`src/rtl/vga_pkg.sv`:
```
// Shared VGA draw-chain constants and the timing bundle passed between overlay stages.
package vga_pkg;

    localparam int unsigned CNT_W           = 11;
    localparam int unsigned RGB_W           = 12;
    localparam int unsigned DEF_SPRITE_W    = 128;
    localparam int unsigned DEF_SPRITE_H    = 128;
    localparam int unsigned DEF_ADDR_W      = 14;
    localparam logic [RGB_W-1:0] DEF_TRANSPARENT = 12'hF0F;

    typedef struct packed {
        logic [CNT_W-1:0] hcount;
        logic [CNT_W-1:0] vcount;
        logic             hsync;
        logic             vsync;
        logic             hblnk;
        logic             vblnk;
    } vga_timing_t;

endpackage

```
`src/rtl/vga_timing_delay.sv`:
```
// Fixed-depth shift register for the VGA timing bundle plus a colour word.
module vga_timing_delay
    import vga_pkg::*;
#(
    parameter int unsigned STAGES = 3
) (
    input  logic             clk,
    input  logic             rst,
    input  vga_timing_t      timing_in,
    input  logic [RGB_W-1:0] rgb_in,
    output vga_timing_t      timing_out,
    output logic [RGB_W-1:0] rgb_out
);

    vga_timing_t      timing_q [STAGES];
    logic [RGB_W-1:0] rgb_q    [STAGES];

    always_ff @(posedge clk) begin
        if (rst) begin
            for (int unsigned i = 0; i < STAGES; i++) begin
                timing_q[i] <= '0;
                rgb_q[i]    <= '0;
            end
        end else begin
            timing_q[0] <= timing_in;
            rgb_q[0]    <= rgb_in;
            for (int unsigned i = 1; i < STAGES; i++) begin
                timing_q[i] <= timing_q[i-1];
                rgb_q[i]    <= rgb_q[i-1];
            end
        end
    end

    assign timing_out = timing_q[STAGES-1];
    assign rgb_out    = rgb_q[STAGES-1];

endmodule

```
`src/rtl/draw_char_sprite.sv`:
```
// Overlays one sprite ROM on the VGA stream: window compare, ROM addressing,
// colour keying, with every output delayed by a fixed 3 cycles.
module draw_char_sprite
    import vga_pkg::*;
#(
    parameter int unsigned      SPRITE_W    = DEF_SPRITE_W,
    parameter int unsigned      SPRITE_H    = DEF_SPRITE_H,
    parameter int unsigned      ADDR_W      = DEF_ADDR_W,
    parameter logic [RGB_W-1:0] TRANSPARENT = DEF_TRANSPARENT
) (
    input  logic              clk,
    input  logic              rst,
    input  logic [CNT_W-1:0]  hcount_in,
    input  logic [CNT_W-1:0]  vcount_in,
    input  logic              hsync_in,
    input  logic              vsync_in,
    input  logic              hblnk_in,
    input  logic              vblnk_in,
    input  logic [RGB_W-1:0]  rgb_in,
    input  logic [11:0]       xpos,
    input  logic [11:0]       ypos,
    input  logic [RGB_W-1:0]  rgb_pixel,
    output logic [ADDR_W-1:0] pixel_addr,
    output logic [CNT_W-1:0]  hcount_out,
    output logic [CNT_W-1:0]  vcount_out,
    output logic              hsync_out,
    output logic              vsync_out,
    output logic              hblnk_out,
    output logic              vblnk_out,
    output logic [RGB_W-1:0]  rgb_out
);

    localparam int unsigned COL_W = $clog2(SPRITE_W);
    localparam int unsigned ROW_W = $clog2(SPRITE_H);

    logic [11:0]      x_lat, y_lat;
    logic             pos_valid;
    logic [12:0]      x_end, y_end;
    logic [11:0]      col_off, row_off;
    logic             in_win, in_win_q1, in_win_q2;
    vga_timing_t      timing_in, timing_d2;
    logic [RGB_W-1:0] rgb_d2;

    // 13-bit window bounds so a position near 4095 cannot wrap into view.
    assign x_end   = {1'b0, x_lat} + 13'(SPRITE_W);
    assign y_end   = {1'b0, y_lat} + 13'(SPRITE_H);
    assign col_off = {1'b0, hcount_in} - x_lat;
    assign row_off = {1'b0, vcount_in} - y_lat;

    assign in_win = pos_valid
                 && ({2'b0, hcount_in} >= {1'b0, x_lat}) && ({2'b0, hcount_in} < x_end)
                 && ({2'b0, vcount_in} >= {1'b0, y_lat}) && ({2'b0, vcount_in} < y_end)
                 && !hblnk_in && !vblnk_in;

    // Position is captured once per frame; pos_valid keeps the sprite hidden after reset.
    always_ff @(posedge clk) begin
        if (rst) begin
            x_lat     <= '0;
            y_lat     <= '0;
            pos_valid <= 1'b0;
        end else if (hcount_in == '0 && vcount_in == '0) begin
            x_lat     <= xpos;
            y_lat     <= ypos;
            pos_valid <= 1'b1;
        end
    end

    always_ff @(posedge clk) begin
        if (rst) begin
            pixel_addr <= '0;
            in_win_q1  <= 1'b0;
            in_win_q2  <= 1'b0;
        end else begin
            pixel_addr <= {row_off[ROW_W-1:0], col_off[COL_W-1:0]};
            in_win_q1  <= in_win;
            in_win_q2  <= in_win_q1;
        end
    end

    assign timing_in = '{hcount: hcount_in, vcount: vcount_in, hsync: hsync_in,
                         vsync: vsync_in, hblnk: hblnk_in, vblnk: vblnk_in};

    // Two stages here; the third is the compositing register below.
    vga_timing_delay #(
        .STAGES(2)
    ) u_timing_delay (
        .clk       (clk),
        .rst       (rst),
        .timing_in (timing_in),
        .rgb_in    (rgb_in),
        .timing_out(timing_d2),
        .rgb_out   (rgb_d2)
    );

    always_ff @(posedge clk) begin
        if (rst) begin
            hcount_out <= '0;
            vcount_out <= '0;
            hsync_out  <= 1'b0;
            vsync_out  <= 1'b0;
            hblnk_out  <= 1'b0;
            vblnk_out  <= 1'b0;
            rgb_out    <= '0;
        end else begin
            hcount_out <= timing_d2.hcount;
            vcount_out <= timing_d2.vcount;
            hsync_out  <= timing_d2.hsync;
            vsync_out  <= timing_d2.vsync;
            hblnk_out  <= timing_d2.hblnk;
            vblnk_out  <= timing_d2.vblnk;
            rgb_out    <= (in_win_q2 && rgb_pixel != TRANSPARENT) ? rgb_pixel : rgb_d2;
        end
    end

endmodule

```
`config.mk`:
```
export PLATFORM = sky130hd
export DESIGN_NAME = draw_char_sprite
export DESIGN_NICKNAME = d
export VERILOG_FILES = /design/src/rtl/vga_pkg.sv /design/src/rtl/vga_timing_delay.sv /design/src/rtl/draw_char_sprite.sv
export SDC_FILE = /design/constraint.sdc
export NUM_CORES = 1
export LEC_CHECK = 0
export ABC_CLOCK_PERIOD_IN_PS = 2700
export CORE_MARGIN = 2
export CORE_UTILIZATION = 30
export CTS_CLUSTER_DIAMETER = 80
export DETAILED_ROUTE_END_ITERATION = 7
export SLEW_MARGIN = 20
export SYNTH_ARGS = -nofsm -noshare
export SYNTH_HDL_FRONTEND = slang
export SYNTH_SLANG_ARGS = --single-unit
```
`constraint.sdc`:
```
create_clock -name clk -period 2.7 [get_ports clk]
set_input_delay 0.27 -clock clk [delete_from_list [all_inputs] [get_ports clk]]
set_output_delay 0.27 -clock clk [all_outputs]
set_load 0.03 [all_outputs]
```
# Word level (Yosys, flattened, before mapping)
# Memory sizes are Yosys's and may differ from the RTL's. A register that Yosys moved wholly into a read port is not among the register bits.
# Cells that the tools add are included.
[word_totals]
out_inout_bits = 52
memories = 2
mem_bits_rw = 76
in_bits = 76
word_cells = 42
ff_bits = 53
[mem_list]
columns = ["memory", "depth", "width", "read_ports", "rd_ports_with_merged_regs", "write_ports", "line_no", "rtl"]
rows = [
  ["u_timing_delay.timing_q", 2, 26, 2, 1, 2, "vga_timing_delay.sv:15", "vga_timing_t timing_q [STAGES];"],
  ["u_timing_delay.rgb_q", 2, 12, 2, 0, 2, "vga_timing_delay.sv:16", "logic [RGB_W-1:0] rgb_q [STAGES];"],
]
[op_classes]
reduce_logical = 12
n_lt_le_gt_ge = 4
bitwise_logic = 4
eq_ne = 1
add_sub_neg = 4
mux = 8
[ops]
columns = ["operator", "count"]
rows = [
  ["2-to-1 mux 26 bit", 2],
  ["2-to-1 mux 12 bit", 3],
  ["adder 12 x 8 -> 13 bit (second input constant)", 2],
  ["< comparator 11 x 13 -> 1 bit", 2],
  [">= comparator 11 x 12 -> 1 bit", 2],
  ["zero test 11 bit", 2],
  ["subtractor 7 bit", 2],
  ["inequality test 12 bit (second input constant)", 1],
  ["logical AND 1 bit", 8],
  ["bitwise OR 1 bit", 4],
  ["2-to-1 mux 1 bit", 3],
  ["zero test 1 bit", 2],
]

# Longest topological paths before layout
[depth]
word_depth = 7
depth_mapped = 10
mapped_depth_nobuf = 10

# Modules after synthesis
# From an unflattened synthesis, not the netlist that was laid out.
[hier_totals]
cells_unflattened = 570
hier_area_um2 = 5982.0
[by_module_without_submodules]
columns = ["mod", "cells_per_inst", "area_each_um2", "instances", "seq_area_each_um2"]
rows = [
  ["draw_char_sprite", 372, 3632.2, 1, 1581.5],
  ["vga_timing_delay", 198, 2349.8, 1, 1521.5],
]

# Worst setup path after synthesis
# Ideal clock, no wire load.
[synth_path]
path_kind = "flip-flop to flip-flop"
from = "reg x_lat[7]"
to = "reg in_win_q1"
synth_period_minus_slack_ns = 2.144
arrival_time_ns = 2.085
setup_slack_ns = 0.556
n_path_buf = 0
stages_incl_launch_ff = 10
setup_time_ns = 0.058
t_required_ns = 2.642
cell_sequence = "dfxtp_1 ha_1 inv_1 ha_1 nor2b_1 a221oi_1 nor3_1 or4_1 a211oi_1 o221a_2"
[synth_between]
elab_chain_cells = 7
elab_cells_between_ends = 9
cone_classes = "1 x add/sub; 2 x order compare; 6 x reduce/logical"
[synth_lines]
columns = ["element", "line_no", "rtl"]
rows = [
  ["start, declared", "draw_char_sprite.sv:36", "logic [11:0] x_lat, y_lat;"],
  ["start signal, assigned", "draw_char_sprite.sv:62", "x_lat <= xpos;"],
  ["adder 12 x 8 -> 13 bit / >= comparator 11 x 12 -> 1 bit (equally long branches)", "draw_char_sprite.sv:45, draw_char_sprite.sv:51", ""],
  ["< comparator 11 x 13 -> 1 bit / logical AND 1 bit (equally long branches)", "draw_char_sprite.sv:51", "&& ({2'b0, hcount_in} >= {1'b0, x_lat}) && ({2'b0, hcount_in} < x_end)"],
  ["logical AND 1 bit *", "draw_char_sprite.sv:51", ""],
  ["logical AND 1 bit * (2 in a row)", "draw_char_sprite.sv:52", "&& ({2'b0, vcount_in} >= {1'b0, y_lat}) && ({2'b0, vcount_in} < y_end)"],
  ["logical AND 1 bit * (2 in a row)", "draw_char_sprite.sv:53", "&& !hblnk_in && !vblnk_in;"],
  ["end signal, assigned", "draw_char_sprite.sv:75", "in_win_q1 <= in_win;"],
  ["end, declared", "draw_char_sprite.sv:40", "logic in_win, in_win_q1, in_win_q2;"],
]
# Mark *: on every way between the ends. The rest lies on a longest branch, timed or not.
# A chain may end at the register's enable or synchronous reset.

# Final worst setup path
# Same ends and word-level chain as after synthesis.

==> results by group <==
Timing
  – Clock period minus worst slack: 2.38 ns
  – Setup tns final: 0 ns
  – Final Slew Violations: 0
  – Rel. slew slack: 45.2%
  – Clk_skew: ~0.008 ns
  – Tightest Pin Transition: 0.823 ns
  – Post-route clock period utilization: 88.1%
  – # setup viols final: 0
  – Fmax: 0.421 GHz
  – Final Hold Vio Count: 0
  – RSZ-0062 raised after global routing: no

Final layout
  – Share of layout cells above drive strength 1: 6.67%
  – Nets: around 770
  – Antenna cells: 0
  – Layout area overhead: 38.7%
  – Layout Cells excl Fill: 904

Synthesis
  – Post-synthesis cell count: 528
  – Netlist cell types: 47
  – Yosys reg bits: between 150 and 200
  – Area leader, netlist: dfxtp_1
  – Asr flop ratio synth: 0%
  – Top area cells in the synthesized netlist: dfxtp_1, nor2b_1, ha_1
  – Top cells by count, synth: dfxtp_1, nor2b_1, nor2_1
  – EDFF count, synth: 0
  – Area share of the leading cell type in the synthesized netlist: 55.4%
  – Avg Inst Size Synth: about 11 sq um
  – Ys flop type: dfxtp_1
  – Sequential fraction of the synthesis area: 55.4%
  – Syn Nets: 638
  – Yosys warns: 0
  – Most common cell in the netlist: dfxtp_1
  – Synth Cell Area: 5600 sq um

Global route
  – Largest net degree at the start of global routing: 120
  – All-layer global routing usage: 12.9%
  – Layer with the highest usage: met2
  – Global-route wire length before repair: 19,900 microns
  – Met1 Use GR: 15.2%
  – Vias in the first global route: approximately 4k
  – Met2 GRT Util: 22.4%
  – Grt total ovfl: 0
  – Met3 Use GR: 3.40%
  – Initial antenna violation count: 0

Setup path
  – Startpoint types: flop
  – CP max FO: 6
  – Crit Path Class: reg2reg
  – CP arrival: 2.74 ns
  – Worst setup EP type: flop
  – Max incr delay on CP: 0.45 ns
  – CP max-delay cell: dfxtp_1
  – Cell Chain, Critical Path: ha_1, inv_1, ha_1, nor2b_1, a221oi_1, nor3_1, or4_1, a211oi_1, o221a_2
  – Crit-path most repeated cell: ha_1
  – Worst path required time: between 3 and 4 ns

CTS
  – Cts hold-fix bufs: 0
  – Worst-path clk slew: 0.06 ns
  – Clock sinks: around 160
  – Clk root buf: clkbuf_16
  – Post-CTS resize count: 0
  – H-tree depth: 4
  – Clock latency on the worst-skew pair: 0.42 ns
  – TritonCTS clock tree: yes
  – CTS Buf Count: 17
  – Deepest clock path buffer count: 2
  – Setup Buffers After CTS: 0

Floorplanning
  – Initial Util: 30.9%
  – IO Count: 128
  – Core Footprint: 18,100 sq um
  – Die W: 141 microns
  – Rows: 49
  – Die area: 19,800 sq um
  – Die height: 141 microns

Place
  – Placed cells: about 870
  – Port Buffers: 127
  – RePlAce Congestion: between 0.8 and 0.9
  – DP HPWL: approximately 9200 microns

Routing
  – Mean number of vias per cell: 4.31
  – Drt initial violations: 158
  – DR pass1 iterations: 4
  – DR WL/cell: 13.7 microns
  – Post-Route WL: about 12,000 microns
  – Antenna viol nets, final: 0
  – Total number of vias: 3,893
  – Post-route DRC: 0

Run
  – Max_cap viols: 0

Power and ir drop
  – Worst IR drop on VDD: 0.374 mV
  – Leakage power: 0.00301 uW
  – Power per cell area: 686 nW/um^2

Min path
  – Worst Hold Class: in2reg

Status
  – Outcome: complete, no violations
[flip-flops by register name, indices dropped and copies added, names as in the netlist]
| register | cells |
|---|---|
| hblnk_out | 1 |
| hcount_out | 11 |
| hsync_out | 1 |
| in_win_q1 | 1 |
| in_win_q2 | 1 |
| pixel_addr | 14 |
| pos_valid | 1 |
| rgb_out | 12 |
| u_timing_delay.rgb_q | 24 |
| u_timing_delay.timing_q | 52 |
| vblnk_out | 1 |
| vcount_out | 11 |
| vsync_out | 1 |
| x_lat | 12 |
| y_lat | 12 |
[through the flow]
stage	setup slack (ns)	hold WS [ns]	cell area (sq um)	utilization, %	power, uW
after global routing	0.103	0.405	7770	42.8	5550
final	0.322	0.403	7770	42.8	5340
after global placement	0.146	0.417	7140	39.4	2890
after detailed placement	0.0524	0.420	7140	39.4	2900
after floorplan	0.556	0.398	5600	-	2650
after CTS	0.346	0.386	7770	42.8	5410
[final timing paths]
| kind | start | to | slack [ns] | cells after the start |
|---|---|---|---|---|
| max | x_lat[7]$_SDFFE_PP0P_ | in_win_q1$_SDFF_PP0_ | 0.32 | 9 |
| min | rgb_in[10] | u_timing_delay.rgb_q[0][10]$_SDFF_PP0_ | 0.40 | 2 |
| max reg2reg | x_lat[7]$_SDFFE_PP0P_ | in_win_q1$_SDFF_PP0_ | 0.32 | 9 |
| min reg2reg | u_timing_delay.rgb_q[0][4]$_SDFF_PP0_ | u_timing_delay.rgb_q[0][16]$_SDFF_PP0_ | 0.43 | 1 |
[power breakdown]
| group | internal (uW) | switching, uW |
|---|---|---|
| clock | 1490 | 1000 |
| sequential | 2370 | 19.3 |
| combinational | 233 | 218 |
[layout by cell type, fill, tap and decap left out, types with 3 or more instances in the layout]
| master | Yosys | final |
|---|---|---|
| inv_1 | 28 | 28 |
| inv_8 | 0 | 4 |
| o21ai_0 | 7 | 7 |
| nor2_1 | 52 | 52 |
| nor4_1 | 4 | 4 |
| buf_4 | 0 | 7 |
| clkdlybuf4s50_1 | 0 | 126 |
| nand4_1 | 3 | 3 |
| xnor2_1 | 9 | 9 |
| a211oi_1 | 4 | 4 |
| clkbuf_16 | 0 | 17 |
| inv_6 | 0 | 5 |
| nor3_1 | 3 | 3 |
| ha_1 | 32 | 32 |
| nand3_1 | 3 | 3 |
| a21oi_1 | 16 | 16 |
| nor2b_1 | 107 | 107 |
| mux2i_1 | 33 | 33 |
| nand2_1 | 11 | 11 |
| bufinv_16 | 0 | 3 |
| nand2b_1 | 3 | 3 |
| a21o_1 | 5 | 5 |
| dfxtp_1 | 155 | 155 |
[final cells by class]
class	count	area [sq um]
multi-input cells	325	2310
well taps	229	287
repair buffers	135	1350
inverters	28	105
fillers	1743	10400
clock inverters	15	200
clock buffers	17	425
flip-flops and latches	155	3100
[critical path, delay by kind of cell (launching register included)]
kind | cells | cell delay [ns]
adder cells (fa/ha/maj) | 2 | 0.52
buffers and inverters | 1 | 0.07
AND/OR/NAND/NOR | 3 | 0.62
AO/OA/AOI/OAI | 3 | 0.67
flip-flops | 1 | 0.45
[routing by layer]
layer	vias up	wire length, microns
li1	2008	-
met3	15	499
met2	80	6110
met4	0	202
met5	-	0
met1	1790	5590
[cell families (layout without fill, tap and decap cells)]
group | after synthesis | after routing | synth area share, %
and+or+nand+nor | 197 | 197 | 19.8
DFF | 155 | 155 | 55.4
adders and majority gates | 34 | 34 | 7.86
muxes | 34 | 34 | 6.10
buffers and inverters | 48 | 195 | 3.51
xor gates and xnor gates | 10 | 10 | 1.56
AOI/OAI and AO/OA | 50 | 50 | 5.81
No activity file was read; power rests on OpenSTA's default activity.
